**config.mk**
```make
export PLATFORM = sky130hd
export DESIGN_NAME = serial_add_ctrl
export DESIGN_NICKNAME = d
export VERILOG_FILES = /design/src/rtl/serial_add_pkg.sv /design/src/rtl/Halfadder.sv /design/src/rtl/serial_fa_bit.sv /design/src/rtl/serial_add_ctrl.sv
export SDC_FILE = /design/constraint.sdc
export NUM_CORES = 1
export LEC_CHECK = 0
export ABC_AREA = 1
export CORE_MARGIN = 1
export CORE_UTILIZATION = 51
export CTS_CLUSTER_SIZE = 30
export DETAILED_ROUTE_END_ITERATION = 10
export PLACE_DENSITY_LB_ADDON = 0.3
export SYNTH_ARGS = -nofsm -noshare
export SYNTH_HDL_FRONTEND = slang
export SYNTH_HIERARCHICAL = 1
export SYNTH_SLANG_ARGS = --single-unit
```
**constraint.sdc**
```tcl
create_clock -name clk -period 1.4 [get_ports clk]
set_input_delay 0.35 -clock clk [delete_from_list [all_inputs] [get_ports clk]]
set_output_delay 0.35 -clock clk [all_outputs]
set_load 0.02 [all_outputs]
```
**src/rtl/serial_add_pkg.sv**
```systemverilog
// Shared types and helpers for the bit-serial adder controller.
// State encodings are fixed so the controller's state register is easy to decode.

package serial_add_pkg;

  typedef enum logic [1:0] {
    StIdle = 2'd0,
    StRun  = 2'd1,
    StDone = 2'd2
  } state_e;

  // The counter must be able to hold the value WIDTH, so it gets one extra bit.
  function automatic int unsigned cnt_width(input int unsigned width);
    return $clog2(width) + 1;
  endfunction

endpackage

```
**src/rtl/Halfadder.sv**
```systemverilog
// Half adder used as the basic cell of the serial adder datapath.
// It is purely combinational.

module Halfadder (
  input  logic a_i,
  input  logic b_i,
  output logic s_o,
  output logic c_o
);

  assign s_o = a_i ^ b_i;
  assign c_o = a_i & b_i;

endmodule

```
**src/rtl/serial_fa_bit.sv**
```systemverilog
// 1-bit full adder built from two half adders plus an OR gate.
// It is purely combinational.

module serial_fa_bit (
  input  logic a_i,
  input  logic b_i,
  input  logic c_i,
  output logic s_o,
  output logic c_o
);

  logic s1;
  logic c1;
  logic c2;

  Halfadder u_ha1 (
    .a_i (a_i),
    .b_i (b_i),
    .s_o (s1),
    .c_o (c1)
  );

  Halfadder u_ha2 (
    .a_i (s1),
    .b_i (c_i),
    .s_o (s_o),
    .c_o (c2)
  );

  assign c_o = c1 | c2;

endmodule

```
**src/rtl/serial_add_ctrl.sv**
```systemverilog
// Bit-serial WIDTH-bit unsigned adder: one full-adder cell, LSB first, WIDTH+1 cycle latency.
// Define SERIAL_ADD_OVF_EN to drive ovf with the signed-overflow flag; otherwise ovf is tied low.

module serial_add_ctrl
  import serial_add_pkg::*;
#(
  parameter int unsigned WIDTH = 8
) (
  input  logic             clk,
  input  logic             rst,
  input  logic             start,
  input  logic [WIDTH-1:0] a,
  input  logic [WIDTH-1:0] b,
  output logic             ready,
  output logic             done,
  output logic [WIDTH-1:0] sum,
  output logic             cout,
  output logic             ovf
);

  localparam int unsigned CntW = cnt_width(WIDTH);
  localparam logic [CntW-1:0] LastBit = CntW'(WIDTH - 1);

  state_e state_q, state_d;

  logic [WIDTH-1:0] a_sh_q, a_sh_d;
  logic [WIDTH-1:0] b_sh_q, b_sh_d;
  logic [WIDTH-1:0] sum_sh_q, sum_sh_d;
  logic [WIDTH-1:0] sum_q, sum_d;
  logic [CntW-1:0]  cnt_q, cnt_d;
  logic             carry_q, carry_d;
  logic             cout_q, cout_d;

  logic             fa_sum;
  logic             fa_cout;
  logic             last_bit;
  logic [WIDTH-1:0] sum_shift;

  assign last_bit = (cnt_q == LastBit);

  serial_fa_bit u_fa (
    .a_i (a_sh_q[0]),
    .b_i (b_sh_q[0]),
    .c_i (carry_q),
    .s_o (fa_sum),
    .c_o (fa_cout)
  );

  // New sum bit enters at the MSB so that after WIDTH shifts bit 0 lands at the LSB.
  if (WIDTH == 1) begin : g_shift_w1
    assign sum_shift = fa_sum;
  end else begin : g_shift_wn
    assign sum_shift = {fa_sum, sum_sh_q[WIDTH-1:1]};
  end

  // ---------------------------------------------------------------------------
  // FSM
  // ---------------------------------------------------------------------------
  always_ff @(posedge clk) begin
    if (rst) begin
      state_q <= StIdle;
    end else begin
      state_q <= state_d;
    end
  end

  always_comb begin
    state_d = state_q;
    case (state_q)
      StIdle:  if (start) state_d = StRun;
      StRun:   if (last_bit) state_d = StDone;
      StDone:  state_d = StIdle;
      default: state_d = StIdle;
    endcase
  end

  always_comb begin
    ready = (state_q == StIdle);
    done  = (state_q == StDone);
  end

  // ---------------------------------------------------------------------------
  // Datapath
  // ---------------------------------------------------------------------------
`ifdef SERIAL_ADD_OVF_EN
  logic ovf_q, ovf_d;
`endif

  always_comb begin
    a_sh_d   = a_sh_q;
    b_sh_d   = b_sh_q;
    sum_sh_d = sum_sh_q;
    carry_d  = carry_q;
    cnt_d    = cnt_q;
    sum_d    = sum_q;
    cout_d   = cout_q;
`ifdef SERIAL_ADD_OVF_EN
    ovf_d    = ovf_q;
`endif
    case (state_q)
      StIdle: begin
        if (start) begin
          a_sh_d   = a;
          b_sh_d   = b;
          sum_sh_d = '0;
          carry_d  = 1'b0;
          cnt_d    = '0;
        end
      end
      StRun: begin
        a_sh_d   = a_sh_q >> 1;
        b_sh_d   = b_sh_q >> 1;
        sum_sh_d = sum_shift;
        carry_d  = fa_cout;
        cnt_d    = cnt_q + CntW'(1);
        if (last_bit) begin
          sum_d  = sum_shift;
          cout_d = fa_cout;
`ifdef SERIAL_ADD_OVF_EN
          // carry_q here is the carry into the MSB.
          ovf_d  = carry_q ^ fa_cout;
`endif
        end
      end
      default: ;
    endcase
  end

  always_ff @(posedge clk) begin
    if (rst) begin
      a_sh_q   <= '0;
      b_sh_q   <= '0;
      sum_sh_q <= '0;
      carry_q  <= 1'b0;
      cnt_q    <= '0;
      sum_q    <= '0;
      cout_q   <= 1'b0;
    end else begin
      a_sh_q   <= a_sh_d;
      b_sh_q   <= b_sh_d;
      sum_sh_q <= sum_sh_d;
      carry_q  <= carry_d;
      cnt_q    <= cnt_d;
      sum_q    <= sum_d;
      cout_q   <= cout_d;
    end
  end

`ifdef SERIAL_ADD_OVF_EN
  always_ff @(posedge clk) begin
    if (rst) begin
      ovf_q <= 1'b0;
    end else begin
      ovf_q <= ovf_d;
    end
  end

  assign ovf = ovf_q;
`else
  assign ovf = 1'b0;
`endif

  assign sum  = sum_q;
  assign cout = cout_q;

endmodule

```
==> impl_results.md <==
* Die outline area at roughly 0.0036 mm2
* Final slew viol count at 0
* Cell area after synthesis at 0.00173 mm2
* DP HPWL at about 2.6 mm
* Clock transition at the registers of the reported paths at 0.12 ns
* Average size of a mapped cell at 6.67 um2
* Number of buffers created by CTS at 5
* Post-Synth Adder-Cell Area at 2.17%
* Count of H-tree levels built during CTS at 2
* Via count of the routed design at ~1.6k
* NumNets Final at between 300 and 400
* Crit path buf inv count at 1
* Slowest-stage cell, CP: sky130_fd_sc_hd__dfxtp_4
* Post-Syn Nets at around 280
* Unrepaired setup endpoints after global routing: yes
* Number of clock sinks at 39
* Compound-Gate Fraction of Synth Area at 3.75%
* Remaining global-route overflow at 0
* Net switching power of the design at around 0.00059 W
* Antenna violations before repair at 0
* Total Negative Setup Slacks at 0 ns
* Leak pwr at around 1.1 nW
* Sort of element at the start of the critical path: flop
* Later-pin clock latency in the skew report at roughly 0.36 ns
* Final-report setup violation count at 0
* Top Ports at 31
* Type of destination of the critical path: primary output
* First drt pass iteration count at 5
* Cells traversed along the worst timing path: nor2_4, buf_6
* Detailed-route vias per instance at ~4.7
* # port buffers at 29
* Count of maximum capacitance violations at 0
* Switching power share of the total at 25.6%
* Post-Route Skew at 0.0112 ns
* Commonest non-fill, non-tap cell in the layout: sky130_fd_sc_hd__nand2_1
* Family of cells with the greatest summed delay on the critical path: flip-flops
* First-pass GRT wire length at between 6 and 7 mm
* Cell Count, Final, Fillers Out at 348
* Wire per inst at between 10 and 15 um
* Final clock period utilization by the worst path at slightly below 100%
* Placed cell area at around 0.0022 mm2
* Clock tree root buffer cell: sky130_fd_sc_hd__clkbuf_4
* Synth Area in Simple Gates at roughly two fifths
* DRC violations left at 0
* Core area at around 0.0031 mm2
* Diodes inserted at 0
* Post-route minimum period at 1.39 ns
* Count of distinct cell types in the synthesized netlist at 19
* Standard-cell row count at 20
* Top achievable clock speed at around 720 MHz
* Required @ worst endpoint at ~1.1 ns
* Die span in y at 60.3 um
* Gate count after technology mapping at 260
* Largest incremental delay on the critical path at 0.38 ns
* Clock power frac at approximately 34%
* Number of warnings printed during yosys synthesis at 6
* Final Cell Area at approximately 0.0022 mm2
* Number of buffers on the longest clock path at 2
* Mux contribution to synthesized area at 0%
* Main combinational cell family by area after synthesis: simple AND/OR/NAND/NOR gates
* Leading cell types in the layout, fill and taps excluded: sky130_fd_sc_hd__nand2_1, sky130_fd_sc_hd__nor2_1, sky130_fd_sc_hd__dfxtp_1, sky130_fd_sc_hd__nand3_1, sky130_fd_sc_hd__inv_1
* Classification of the worst-slack hold path: reg -> reg
* Final count of hold timing violations at 0
* Total Routed Length at ~3.7 mm
* Fraction of synthesized cell area in xor and xnor cells at 0%
* Maximum VDD drop at 0.605 mV
* Worst Path Arrival at approximately 1.0 ns
* Initial drt markers at between 50 and 60
* Logic gate share of total power at 14.9%
* Flops & latches, synth at 39
* Type of the setup path with the least slack: reg -> out
* Pin count of the biggest net entering global routing at 16
* Cell internal pwr at 0.00173 W
* Effective utilization at floorplan at 55.4%
* Global router's overall resource usage at a little under a quarter
* Placed Instances at 340
* Number of filler cells placed in the layout at 270
* TritonCTS clock tree: yes
* Sequential power share at between 50% and 60%
* Largest fanout of any net on the critical path at 3
* Routability Congestion at 0.883
* Number of nets with antenna violations after routing at 0
* Relative area change from synthesis to final layout at 28.6%
* Number of global-route vias before repair at about 1.4k
* Hold-fix buffers, CTS at 0
* Layout cell share with drive strength beyond 1 at about 16%
* Horizontal extent of the die at between 60 and 70 um
* Seq/Total Area, Yosys at 45.1%
* Ratio of total power to cell area at between 1000 and 1500 mW/mm2
* Run status: completed
## area by class of cell
| type | instances | area, um2 | area share [%] |
|---|---|---|---|
| clock buffer | 6 | 51.3 | 2.30 |
| clock inverter | 2 | 35.0 | 1.57 |
| inverter | 32 | 120 | 5.39 |
| multi-input combinational | 177 | 787 | 35.3 |
| sequential | 39 | 788 | 35.4 |
| tap | 44 | 55.1 | 2.47 |
| timing repair buffer | 48 | 392 | 17.6 |
## what timing repair did
| action | in CTS | in global routing |
|---|---|---|
| setup buffers | 0 | 0 |
| setup endpoints to repair | 11 | 20 |
| pin swaps | 0 | 1 |
| gates resized for setup | 21 | 25 |
## synthesized netlist by cell type, drive strengths merged
master / number / area (um2)
nand2: 70 / 268
nor2: 54 / 215
dfxtp: 39 / 781
nand3: 35 / 175
inv: 32 / 120
o21ai: 10 / 50.0
buf: 9 / 48.8
a21oi: 3 / 15.0
clkbuf: 3 / 11.3
ha: 3 / 37.5
conb: 1 / 3.75
nand3b: 1 / 7.51
## registers in the layout, summed over array words and instances (netlist names)
signal / count
sum: 8
a_sh_q: 8
sum_sh_q: 7
b_sh_q: 8
cnt_q: 4
carry_q: 1
cout: 1
state_q: 2
## cell families after synthesis
family,count (synthesis)
other,1
buffers and inverters,44
AND/OR/NAND/NOR,160
adder cells (fa/ha/maj),3
AO/OA/AOI/OAI,13
flip-flops,39
## through the flow
stage	setup WS (ns)	hold WS (ns)	util (%)	power, W
floorplan	0.102	0.426	-	0.00140
global placement	-0.138	0.441	69.1	0.00154
detailed placement	-0.204	0.446	69.1	0.00154
CTS	-0.00563	0.471	71.5	0.00233
global route	-0.0176	0.501	71.2	0.00243
finish	0.00983	0.467	71.2	0.00233
## worst register-to-register path, cell delays in order, from the launching register on
cell,delay (ns)
sky130_fd_sc_hd__dfxtp_4,0.38
sky130_fd_sc_hd__inv_2,0.06
sky130_fd_sc_hd__buf_4,0.11
sky130_fd_sc_hd__nand2_2,0.05
sky130_fd_sc_hd__buf_4,0.15
sky130_fd_sc_hd__nor2_2,0.16
sky130_fd_sc_hd__inv_1,0.11
sky130_fd_sc_hd__o21ai_0,0.17
## power by group through the flow
stage	Clock [W]	Sequential, W	Combinational (W)
after global placement	0	0.00120	0.000335
after global routing	0.000853	0.00118	0.000390
after detailed placement	0	0.00120	0.000340
after CTS	0.000811	0.00118	0.000342
after floorplan	0	0.00120	0.000195
final	0.000800	0.00118	0.000346
## final timing paths
check	start	to	slack (ns)	cells past startpoint
max	state_q[0]	ready	0.01	2
min	sum_sh_q[1]	sum_sh_q[1]	0.47	2
max reg2reg	state_q[1]	state_q[0]	0.13	7
min reg2reg	sum_sh_q[1]	sum_sh_q[1]	0.47	2
## layer usage
metal / wire length (um) / part of all wire, % / up-vias / global-route usage, %
met5: 0 / 0 / - / 0
met4: 55 / 1.5 / 0 / 9.30
met3: 164 / 4.5 / 6 / 6.71
met2: 1680 / 46 / 38 / 37.5
met1: 1770 / 48 / 717 / 30.5
li1: - / - / 876 / -
(Power assumes the default switching activity.)
